===== config.mk =====
export PLATFORM = sky130hd
export DESIGN_NAME = decode_stage
export DESIGN_NICKNAME = d
export VERILOG_FILES = /design/src/rtl/decode_pkg.sv /design/src/rtl/decode_stage_imm_gen.sv /design/src/rtl/decode_stage.sv
export SDC_FILE = /design/constraint.sdc
export NUM_CORES = 1
export LEC_CHECK = 0
export CELL_PAD_IN_SITES_DETAIL_PLACEMENT = 1
export CELL_PAD_IN_SITES_GLOBAL_PLACEMENT = 1
export CORE_MARGIN = 2
export CORE_UTILIZATION = 35
export CTS_CLUSTER_DIAMETER = 200
export CTS_CLUSTER_SIZE = 12
export DETAILED_ROUTE_END_ITERATION = 16
export PLACE_DENSITY_LB_ADDON = 0.1
export SLEW_MARGIN = 20
export SYNTH_ARGS = -nofsm -noshare
export SYNTH_HDL_FRONTEND = slang
export SYNTH_SLANG_ARGS = --single-unit

===== constraint.sdc =====
create_clock -name clk -period 2.4 [get_ports clk]
set_input_delay 0.48 -clock clk [delete_from_list [all_inputs] [get_ports clk]]
set_output_delay 0.48 -clock clk [all_outputs]
set_load 0.05 [all_outputs]

===== src/rtl/decode_pkg.sv =====
// Shared encodings for the decode stage: opcodes, format codes, buffer states.
package decode_pkg;

    localparam int unsigned INSTR_W  = 32;
    localparam int unsigned OPC_W    = 7;
    localparam int unsigned REG_W    = 5;
    localparam int unsigned F3_W     = 3;
    localparam int unsigned F7_W     = 7;

    localparam logic [OPC_W-1:0] OPC_LUI        = 7'b0110111;
    localparam logic [OPC_W-1:0] OPC_AUIPC      = 7'b0010111;
    localparam logic [OPC_W-1:0] OPC_JAL        = 7'b1101111;
    localparam logic [OPC_W-1:0] OPC_JALR       = 7'b1100111;
    localparam logic [OPC_W-1:0] OPC_BRANCH     = 7'b1100011;
    localparam logic [OPC_W-1:0] OPC_LOAD       = 7'b0000011;
    localparam logic [OPC_W-1:0] OPC_STORE      = 7'b0100011;
    localparam logic [OPC_W-1:0] OPC_OP_IMM     = 7'b0010011;
    localparam logic [OPC_W-1:0] OPC_OP         = 7'b0110011;
    localparam logic [OPC_W-1:0] OPC_OP_IMM_32  = 7'b0011011;
    localparam logic [OPC_W-1:0] OPC_OP_32      = 7'b0111011;
    localparam logic [OPC_W-1:0] OPC_MISC_MEM   = 7'b0001111;
    localparam logic [OPC_W-1:0] OPC_SYSTEM     = 7'b1110011;

    typedef enum logic [2:0] {
        FMT_R    = 3'd0,
        FMT_I    = 3'd1,
        FMT_S    = 3'd2,
        FMT_B    = 3'd3,
        FMT_U    = 3'd4,
        FMT_J    = 3'd5,
        FMT_NONE = 3'd6
    } fmt_e;

    typedef enum logic [1:0] {
        BUF_EMPTY = 2'd0,
        BUF_ONE   = 2'd1,
        BUF_TWO   = 2'd2
    } buf_state_e;

    // XLEN-independent part of a buffered entry
    typedef struct packed {
        logic [OPC_W-1:0] opcode;
        logic [REG_W-1:0] rd;
        logic [F3_W-1:0]  funct3;
        logic [REG_W-1:0] rs1;
        logic [REG_W-1:0] rs2;
        logic [F7_W-1:0]  funct7;
        fmt_e             fmt;
        logic             illegal;
    } dec_fields_t;

    // Value held by an empty or freshly reset entry
    function automatic dec_fields_t fields_reset();
        dec_fields_t f;
        f         = '0;
        f.fmt     = FMT_NONE;
        f.illegal = 1'b0;
        return f;
    endfunction

endpackage


===== src/rtl/decode_stage_imm_gen.sv =====
// Combinational immediate / format / legality decode of one instruction word.
module imm_gen
    import decode_pkg::*;
#(
    parameter int unsigned XLEN     = 32,
    parameter bit          RV64_OPS = 1'b0
) (
    input  logic [INSTR_W-1:0] i_instr,
    output logic [XLEN-1:0]    o_imm_c,
    output fmt_e               o_fmt_c,
    output logic               o_illegal_c
);

    // 64-bit-only encodings are accepted only on a 64-bit datapath with RV64_OPS set
    localparam bit RV64 = RV64_OPS && (XLEN == 64);

    logic [OPC_W-1:0] w_op;
    logic [F3_W-1:0]  w_f3;
    logic [F7_W-1:0]  w_f7;
    logic             w_op_f7_bad;
    logic [31:0]      w_imm32;
    fmt_e             w_fmt;
    logic             w_illegal;

    assign w_op = i_instr[6:0];
    assign w_f3 = i_instr[14:12];
    assign w_f7 = i_instr[31:25];

    // Register-register ops only allow funct7 0 or the SUB/SRA alternate encoding
    assign w_op_f7_bad = !((w_f7 == 7'b0000000) ||
                           ((w_f7 == 7'b0100000) && ((w_f3 == 3'b000) || (w_f3 == 3'b101))));

    // Classify opcode into format and legality
    always_comb begin
        w_fmt     = FMT_NONE;
        w_illegal = 1'b0;
        case (w_op)
            OPC_OP:        begin w_fmt = FMT_R; w_illegal = w_op_f7_bad;          end
            OPC_OP_32:     begin w_fmt = FMT_R; w_illegal = !RV64 || w_op_f7_bad; end
            OPC_OP_IMM:    begin w_fmt = FMT_I;                                   end
            OPC_OP_IMM_32: begin w_fmt = FMT_I; w_illegal = !RV64;                end
            OPC_LOAD: begin
                w_fmt     = FMT_I;
                w_illegal = (w_f3 == 3'b111) ||
                            (((w_f3 == 3'b011) || (w_f3 == 3'b110)) && !RV64);
            end
            OPC_STORE: begin
                w_fmt     = FMT_S;
                w_illegal = (w_f3 > 3'b011) || ((w_f3 == 3'b011) && !RV64);
            end
            OPC_JALR:      begin w_fmt = FMT_I; w_illegal = (w_f3 != 3'b000);     end
            OPC_SYSTEM:    begin w_fmt = FMT_I;                                   end
            OPC_MISC_MEM:  begin w_fmt = FMT_I;                                   end
            OPC_BRANCH: begin
                w_fmt     = FMT_B;
                w_illegal = (w_f3 == 3'b010) || (w_f3 == 3'b011);
            end
            OPC_LUI, OPC_AUIPC: begin w_fmt = FMT_U; end
            OPC_JAL:            begin w_fmt = FMT_J; end
            default:            begin w_illegal = 1'b1; end
        endcase
        if (i_instr[1:0] != 2'b11) begin
            w_illegal = 1'b1;
        end
    end

    // Assemble the 32-bit immediate; illegal entries carry zero and no format
    always_comb begin
        w_imm32     = '0;
        o_fmt_c     = w_fmt;
        o_illegal_c = w_illegal;
        case (w_fmt)
            FMT_I: w_imm32 = {{20{i_instr[31]}}, i_instr[31:20]};
            FMT_S: w_imm32 = {{20{i_instr[31]}}, i_instr[31:25], i_instr[11:7]};
            FMT_B: w_imm32 = {{19{i_instr[31]}}, i_instr[31], i_instr[7],
                              i_instr[30:25], i_instr[11:8], 1'b0};
            FMT_U: w_imm32 = {i_instr[31:12], 12'b0};
            FMT_J: w_imm32 = {{11{i_instr[31]}}, i_instr[31], i_instr[19:12],
                              i_instr[20], i_instr[30:21], 1'b0};
            default: w_imm32 = '0;
        endcase
        if (w_illegal) begin
            w_imm32 = '0;
            o_fmt_c = FMT_NONE;
        end
    end

    assign o_imm_c = XLEN'($signed(w_imm32));

endmodule


===== src/rtl/decode_stage.sv =====
// Decode stage: decodes at the input and holds results in a main + skid buffer.
module decode_stage
    import decode_pkg::*;
#(
    parameter int unsigned XLEN     = 32,
    parameter bit          RV64_OPS = 1'b0
) (
    input  logic               clk,
    input  logic               rst_n,
    input  logic               in_valid,
    output logic               in_ready,
    input  logic [INSTR_W-1:0] in_instr,
    input  logic [XLEN-1:0]    in_pc,
    input  logic               flush,
    output logic               out_valid,
    input  logic               out_ready,
    output logic [XLEN-1:0]    out_pc,
    output logic [OPC_W-1:0]   out_opcode,
    output logic [REG_W-1:0]   out_rd,
    output logic [F3_W-1:0]    out_funct3,
    output logic [REG_W-1:0]   out_rs1,
    output logic [REG_W-1:0]   out_rs2,
    output logic [F7_W-1:0]    out_funct7,
    output logic [XLEN-1:0]    out_imm,
    output logic [2:0]         out_fmt,
    output logic               out_illegal
);

    logic [XLEN-1:0] w_imm;
    fmt_e            w_fmt;
    logic            w_illegal;
    dec_fields_t     w_fields;

    buf_state_e      r_state;
    buf_state_e      w_state_nxt;
    logic            r_in_ready;
    logic            r_out_valid;
    dec_fields_t     r_main_f;
    dec_fields_t     r_skid_f;
    logic [XLEN-1:0] r_main_pc;
    logic [XLEN-1:0] r_skid_pc;
    logic [XLEN-1:0] r_main_imm;
    logic [XLEN-1:0] r_skid_imm;

    logic            w_push;
    logic            w_pop;
    logic            w_load_main;
    logic            w_load_skid;
    logic            w_main_from_skid;

    imm_gen #(
        .XLEN     (XLEN),
        .RV64_OPS (RV64_OPS)
    ) u_imm_gen (
        .i_instr     (in_instr),
        .o_imm_c     (w_imm),
        .o_fmt_c     (w_fmt),
        .o_illegal_c (w_illegal)
    );

    // Raw fields of the incoming word plus its decode
    always_comb begin
        w_fields         = fields_reset();
        w_fields.opcode  = in_instr[6:0];
        w_fields.rd      = in_instr[11:7];
        w_fields.funct3  = in_instr[14:12];
        w_fields.rs1     = in_instr[19:15];
        w_fields.rs2     = in_instr[24:20];
        w_fields.funct7  = in_instr[31:25];
        w_fields.fmt     = w_fmt;
        w_fields.illegal = w_illegal;
    end

    // Flush masks both handshakes so a flushed cycle neither accepts nor retires
    assign w_push = in_valid && r_in_ready && !flush;
    assign w_pop  = r_out_valid && out_ready && !flush;

    // Buffer state register
    always_ff @(posedge clk or negedge rst_n) begin
        if (!rst_n) begin
            r_state <= BUF_EMPTY;
        end else begin
            r_state <= w_state_nxt;
        end
    end

    // Next state and datapath load controls
    always_comb begin
        w_state_nxt      = r_state;
        w_load_main      = 1'b0;
        w_load_skid      = 1'b0;
        w_main_from_skid = 1'b0;
        if (flush) begin
            w_state_nxt = BUF_EMPTY;
        end else begin
            case (r_state)
                BUF_EMPTY: begin
                    if (w_push) begin
                        w_load_main = 1'b1;
                        w_state_nxt = BUF_ONE;
                    end
                end
                BUF_ONE: begin
                    case ({w_push, w_pop})
                        2'b11:   w_load_main = 1'b1;
                        2'b10: begin
                            w_load_skid = 1'b1;
                            w_state_nxt = BUF_TWO;
                        end
                        2'b01:   w_state_nxt = BUF_EMPTY;
                        default: w_state_nxt = BUF_ONE;
                    endcase
                end
                BUF_TWO: begin
                    if (w_pop) begin
                        w_main_from_skid = 1'b1;
                        w_state_nxt      = BUF_ONE;
                    end
                end
                default: w_state_nxt = BUF_EMPTY;
            endcase
        end
    end

    // Handshake flags registered from the next state
    always_ff @(posedge clk or negedge rst_n) begin
        if (!rst_n) begin
            r_in_ready  <= 1'b0;
            r_out_valid <= 1'b0;
        end else begin
            r_in_ready  <= (w_state_nxt != BUF_TWO);
            r_out_valid <= (w_state_nxt != BUF_EMPTY);
        end
    end

    // Entry storage: main feeds the outputs, skid absorbs one stalled push
    always_ff @(posedge clk or negedge rst_n) begin
        if (!rst_n) begin
            r_main_f   <= fields_reset();
            r_skid_f   <= fields_reset();
            r_main_pc  <= '0;
            r_skid_pc  <= '0;
            r_main_imm <= '0;
            r_skid_imm <= '0;
        end else begin
            if (w_load_main) begin
                r_main_f   <= w_fields;
                r_main_pc  <= in_pc;
                r_main_imm <= w_imm;
            end else if (w_main_from_skid) begin
                r_main_f   <= r_skid_f;
                r_main_pc  <= r_skid_pc;
                r_main_imm <= r_skid_imm;
            end
            if (w_load_skid) begin
                r_skid_f   <= w_fields;
                r_skid_pc  <= in_pc;
                r_skid_imm <= w_imm;
            end
        end
    end

    assign in_ready    = r_in_ready;
    assign out_valid   = r_out_valid;
    assign out_pc      = r_main_pc;
    assign out_opcode  = r_main_f.opcode;
    assign out_rd      = r_main_f.rd;
    assign out_funct3  = r_main_f.funct3;
    assign out_rs1     = r_main_f.rs1;
    assign out_rs2     = r_main_f.rs2;
    assign out_funct7  = r_main_f.funct7;
    assign out_imm     = r_main_imm;
    assign out_fmt     = r_main_f.fmt;
    assign out_illegal = r_main_f.illegal;

endmodule


==> reports/metrics.cfg, run 1 <==
[setup_path]
r2r-end = out_imm[18]$_DFFE_PN0P_
worstPathArrival_ns = 2.79
r2r-start = out_valid$_DFF_PN0_
r2r_slack_ns = 0.26
rr_worst_depth = 7
path_max_fanout = 22
cp-end-kind = register
crit_buf_inv = 1
required_ns = 2.82
crit_type = input pin to register
cpPeakStageDelay_ns = 0.55
path_cells = clkdlybuf4s50_1, or4_4, nor3_4, a211o_2, o2111ai_4, or3_4, o22ai_1
start_kind = input pin
critPathTopFamily = simple AND/OR/NAND/NOR gates
setup.worst_path.start = in_instr[31]
slowest_stage = clkdlybuf4s50_1

[yosys]
yosys.cell_types.count = 51
syn_area_um2 = 8790
synth_top_flop_cell = dfrtp_1
synth_most_common_cell = nand2_1
synth_edf_count = 0
async_flop_share_pct = 100
syn_avg_cell_area_um2 = 9.31
synth_largest_area_cell = dfrtp_1
synth_nets = 1016
synthTopCellsByCount = nand2_1 (357), dfrtp_1 (200), a22oi_1 (63)
synth_cells = 945
synth_seq_area_share_pct = 58.1
ys_ff_latch = 204
ys.warnings.count = 0
yosys.area.top_type_share_pct = 56.9
synth.top_cells.by_area = dfrtp_1 (57%), nand2_1 (15%), a22oi_1 (5.4%)

[cts]
cts-root-buf = clkbuf_16
cts.sinks = 204
tritoncts = done
h-tree-depth = 1
cts.clk_slew.worst_paths_ns = 0.06
cts_buffer_depth = 3
cts_inserted_buffers = 20
cts_setup_buffers = 0
clock_latency_ns = 0.50

[die]
io_pins = 171
coreArea_um2 = 24900
initial_utilization_pct = 35.3
die_width_um = 163
placementRows = 58
die_h_um = 163
dieArea_um2 = 26400

[finish]
syn2layout_area_growth_pct = 36.8
drive_above_1_share_pct = 11.3
final_util_pct = 48.3
nNetsFinal = 1227
diodes = 0

[grt]
grt_usage_pct = 21.5
grt_pass1_vias = 8119
grt_max_degree = 58
grt_first_pass_wirelength_mm = 45.3
grt.overflow.total = 0
antenna_found_initial = 0

[power]
p_total_mw = 9.53
p_sw_mw = 3.17
clkPwrFrac_pct = 29.7
ir_drop_uv = 521
combPwrFrac_pct = 25.2
powerDensity_nw_per_um2 = 792
pwr-share-seq_pct = 45.1
p_leak_nw = 5.79
p_sw_share_pct = 33.3
power.internal_mw = 6.36

[drt]
via_per_inst = 5.10
route.detailed.drc = 0
antenna_left = 0
drt_iter0_drc = 388
wl_mm = 28.0
post_drt_wl_per_cell_um = 18.8
vias = 7600
dr.pass1.iters = 4

[sta]
slew_headroom_pct = 58.2
rsz0062_at_grt = yes
finalHoldViolCount = 0
setup_tns_ns = 0
fin_crit_ns = 2.37
clock_skew_ns = 0.0227
worst_pin_slew_ns = 0.624
slew_viol_final = 0
finalSetupViolCount = 0
max_freq_mhz = 422
post-route-period-util_pct = 98.7

[run]
maxCapViolations = 0

[outcome]
outcome = finished, final reports clean

[placed_design]
hpwl_mm = 19.2
globalplace.congestion = 0.882
io_buffers = 170

[worst_hold_path]
holdPathEnd = out_rs2[3]$_DFFE_PN0P_
holdPathStages = 2
hold_path.class = register to register
worstHoldStart = out_rs2[3]$_DFFE_PN0P_

[cell type report]
| class | instances | area (um^2) |
|---|---|---|
| inverters | 7 | 26.3 |
| flip-flops and latches | 204 | 5110 |
| well taps | 330 | 413 |
| multi-input cells | 668 | 3440 |
| clock buffers | 26 | 523 |
| fillers | 2813 | 12900 |
| clock inverters | 1 | 16.3 |
| repair buffers | 255 | 2500 |
[registers in the layout, indices dropped and copies added (netlist names), 5 cells and up]
signal,flops
r_skid_imm,32
out_rs2,5
out_opcode,7
r_skid_pc,32
r_skid_f,36
out_rs1,5
out_funct7,7
out_pc,32
out_imm,32
out_rd,5
[tightest hold or removal path: cells and delay by family (launching register included)]
kind	cells	cell delay (ns)
DFF	1	0.34
and+or+nand+nor	2	0.10
[worst max-delay path by stage]
stage	cells past startpoint	slack, ns	end
6_report	7	0.03	out_imm[18]$_DFFE_PN0P_
5_1_grt	7	-0.01	out_imm[25]$_DFFE_PN0P_
4_1_cts	7	0.007	out_imm[18]$_DFFE_PN0P_
3_5_place_dp	7	-0.53	out_imm[18]$_DFFE_PN0P_
3_3_place_gp	7	-0.44	out_imm[25]$_DFFE_PN0P_
2_1_floorplan	8	0.03	out_imm[12]$_DFFE_PN0P_
[cell families (layout without fill, tap and decap cells)]
group           count (synthesis)  count (layout)  share of synthesized area [%]
simple gates                  439             439                           20.4
flops                         204             204                           58.1
mux                            11              11                           1.25
fa+ha+maj                       2               2                          0.285
compound gates                215             215                           16.5
buf+inv                        73             289                           3.39
xor+xnor                        1               1                         0.0996
[per-layer routing]
layer  vias to the layer above  track usage [%]  routed length (um)
met4                         0             3.50                 306
li1                       3627                -                   -
met5                         -                0                   0
met1                      3810             30.8               13400
met3                        20             3.51                1230
met2                       143             35.1               13100
[layout by cell type, fill, tap and decap left out, types with 13 or more instances in the layout]
master and n:
nand2_1 357, dfrtp_1 199, clkdlybuf4s50_1 169, buf_4 72
a22oi_1 63, a21oi_1 47, nor2_1 35, o21ai_0 32
o22ai_1 22, clkbuf_16 20, a221o_1 13
[stage by stage]
stage | instances | instance area (um^2) | worst slack, ns | hold slack [ns]
2_1_floorplan | 945 | 8790 | 0.0317 | 0.184
3_3_place_gp | 1463 | 11400 | -0.443 | 0.437
3_5_place_dp | 1463 | 11400 | -0.529 | 0.433
4_1_cts | 1491 | 12000 | 0.00697 | 0.478
5_1_grt | 1491 | 12000 | -0.0103 | 0.489
6_report | 1491 | 12000 | 0.0313 | 0.472
[power groups by stage]
stage / combinational (mW) / clock (mW) / sequential (mW)
after floorplan: 0.556 / 0 / 5.16
after global routing: 2.59 / 3.06 / 4.37
after detailed placement: 2.41 / 0 / 4.36
after CTS: 2.43 / 2.92 / 4.30
final: 2.40 / 2.83 / 4.30
after global placement: 2.37 / 0 / 4.34
[what timing repair did]
item	CTS	global route
hold endpoints to repair	47	0
setup endpoints to repair	0	41
gates resized for setup	0	8
hold buffers	1	0
Note: power is estimated with default switching activity, not from simulation.
==> run 2, diff against run 1 <==
- clock period: 2.4 -> 2.8 ns (I/O delays scaled with it)
==> run 2 against run 1 <==
Non-clock buffer count shrank 3. Clock-buffer cell count is the same. Sequential power shrank 14%. Total power shrank 14%. Cell area shrank 0.50%. Cell count shrank 0.20%.
==> reports/metrics.cfg, run 2 (synthesized netlist as in run 1, its figures left out) <==
[drt]
antenna_left = 0
drt_iter0_drc = 362
post_drt_wl_per_cell_um = 18.9
vias = 7705
dr.pass1.iters = 4
via_per_inst = 5.18
route.detailed.drc = 0
wl_mm = 28.1

[finish]
nNetsFinal = 1224
layout_commonest_cell = nand2_1
syn2layout_area_growth_pct = 36.1
drive_above_1_share_pct = 10.6
top_register = r_skid_f
mostFrequentLayoutCells = nand2_1 (357), dfrtp_1 (200), clkdlybuf4s50_1 (169)
diodes = 0
largest_reg_flops = 36
final_cell_area_um2 = 12000

[power]
powerDensity_nw_per_um2 = 682
ir_drop_uv = 357
p_leak_nw = 5.75

[grt]
grt_usage_pct = 21.6
grt.overflow.total = 0
grt_max_degree = 68
antenna_found_initial = 0
grt_first_pass_wirelength_mm = 45.4
grt_pass1_vias = 8292

[placed_design]
post_dp_cell_area_um2 = 11400
globalplace.congestion = 0.828
hpwl_mm = 19.5
io_buffers = 170

[cts]
cts.clk_slew.worst_paths_ns = 0.06
cts_buffer_depth = 3
cts_resized = 0
cts_inserted_buffers = 20
cts.sinks = 204
clock_latency_ns = 0.50
holdBufCountCts = 0
cts_setup_buffers = 0
cts-root-buf = clkbuf_16
tritoncts = done
h-tree-depth = 1

[outcome]
outcome = finished, final reports clean

[run]
maxCapViolations = 0

[die]
io_pins = 171
initial_utilization_pct = 35.3
die_h_um = 163
dieArea_um2 = 26400
placementRows = 58
coreArea_um2 = 24900
die_width_um = 163

[sta]
finalHoldViolCount = 0
max_freq_mhz = 399
worst_pin_slew_ns = 0.586
slew_headroom_pct = 60.8
post-route-period-util_pct = 89.6
setup_tns_ns = 0
fin_crit_ns = 2.51
rsz0062_at_grt = no
slew_viol_final = 0
clock_skew_ns = 0.00979
finalSetupViolCount = 0

[setup_path]
required_ns = 3.20
r2r_slack_ns = 0.65
crit_type = input pin to register
r2r-end = out_imm[0]$_DFFE_PN0P_
path_max_fanout = 22
start_kind = input pin
rr_worst_depth = 7
cp-end-kind = register
setup.worst_path.start = in_instr[28]
worstPathArrival_ns = 2.91
cp-endpoint = r_skid_imm[14]$_DFFE_PN0P_
r2r-start = out_valid$_DFF_PN0_

[worst_hold_path]
hold_path.class = input pin to asynchronous set/reset pin

[run 2: worst min-delay path by stage]
stage | start | to | cells after the start
2_1_floorplan | rst_n | in_ready$_DFF_PN0_ | 0
3_3_place_gp | r_skid_f[9]$_DFFE_PN0P_ | r_skid_f[9]$_DFFE_PN0P_ | 2
3_5_place_dp | out_pc[2]$_DFFE_PN0P_ | out_pc[2]$_DFFE_PN0P_ | 2
4_1_cts | rst_n | out_pc[25]$_DFFE_PN0P_ | 1
5_1_grt | rst_n | out_pc[30]$_DFFE_PN0P_ | 1
6_report | rst_n | out_pc[28]$_DFFE_PN0P_ | 1
[run 2: cell type report]
| type | count | area [um^2] |
|---|---|---|
| Fill cell | 2865 | 12900 |
| Clock buffer | 26 | 523 |
| Multi-Input combinational cell | 668 | 3410 |
| Inverter | 7 | 26.3 |
| Timing Repair Buffer | 252 | 2470 |
| Tap cell | 330 | 413 |
| Clock inverter | 1 | 16.3 |
| Sequential cell | 204 | 5110 |
[run 2: worst max-delay path, cell delays in order]
cell and delay [ns]:
clkdlybuf4s50_1 0.45, or4_1 0.55, nor3_2 0.27, a211o_2 0.22, o2111ai_4 0.14, or3_4 0.49, o21ai_0 0.24
[run 2: routing by layer]
layer / wire (um) / GRT usage, %
met2: 13400 / 35.4
met1: 12800 / 30.0
met3: 1450 / 4.05
met5: 0 / 0
met4: 428 / 4.63
[run 2: power by group]
group / switching (mW) / total, mW / internal (mW) / leakage [nW]
combinational: 1.33 / 2.05 / 0.724 / 2.83
clock: 1.12 / 2.42 / 1.30 / 0.260
sequential: 0.262 / 3.68 / 3.42 / 2.66
total: 2.71 / 8.16 / 5.45 / 5.75
[run 2: stage by stage]
step	utilization, %	total power [mW]	hold WS, ns	instances	setup slack, ns
3_3_place_gp	45.9	5.75	0.458	1461	-0.0976
5_1_grt	48.1	8.56	0.0976	1488	0.225
4_1_cts	48.1	8.27	0.0735	1488	0.348
2_1_floorplan	-	4.90	0.264	945	0.363
6_report	48.1	8.16	0.0659	1488	0.291
3_5_place_dp	45.9	5.80	0.462	1461	-0.175
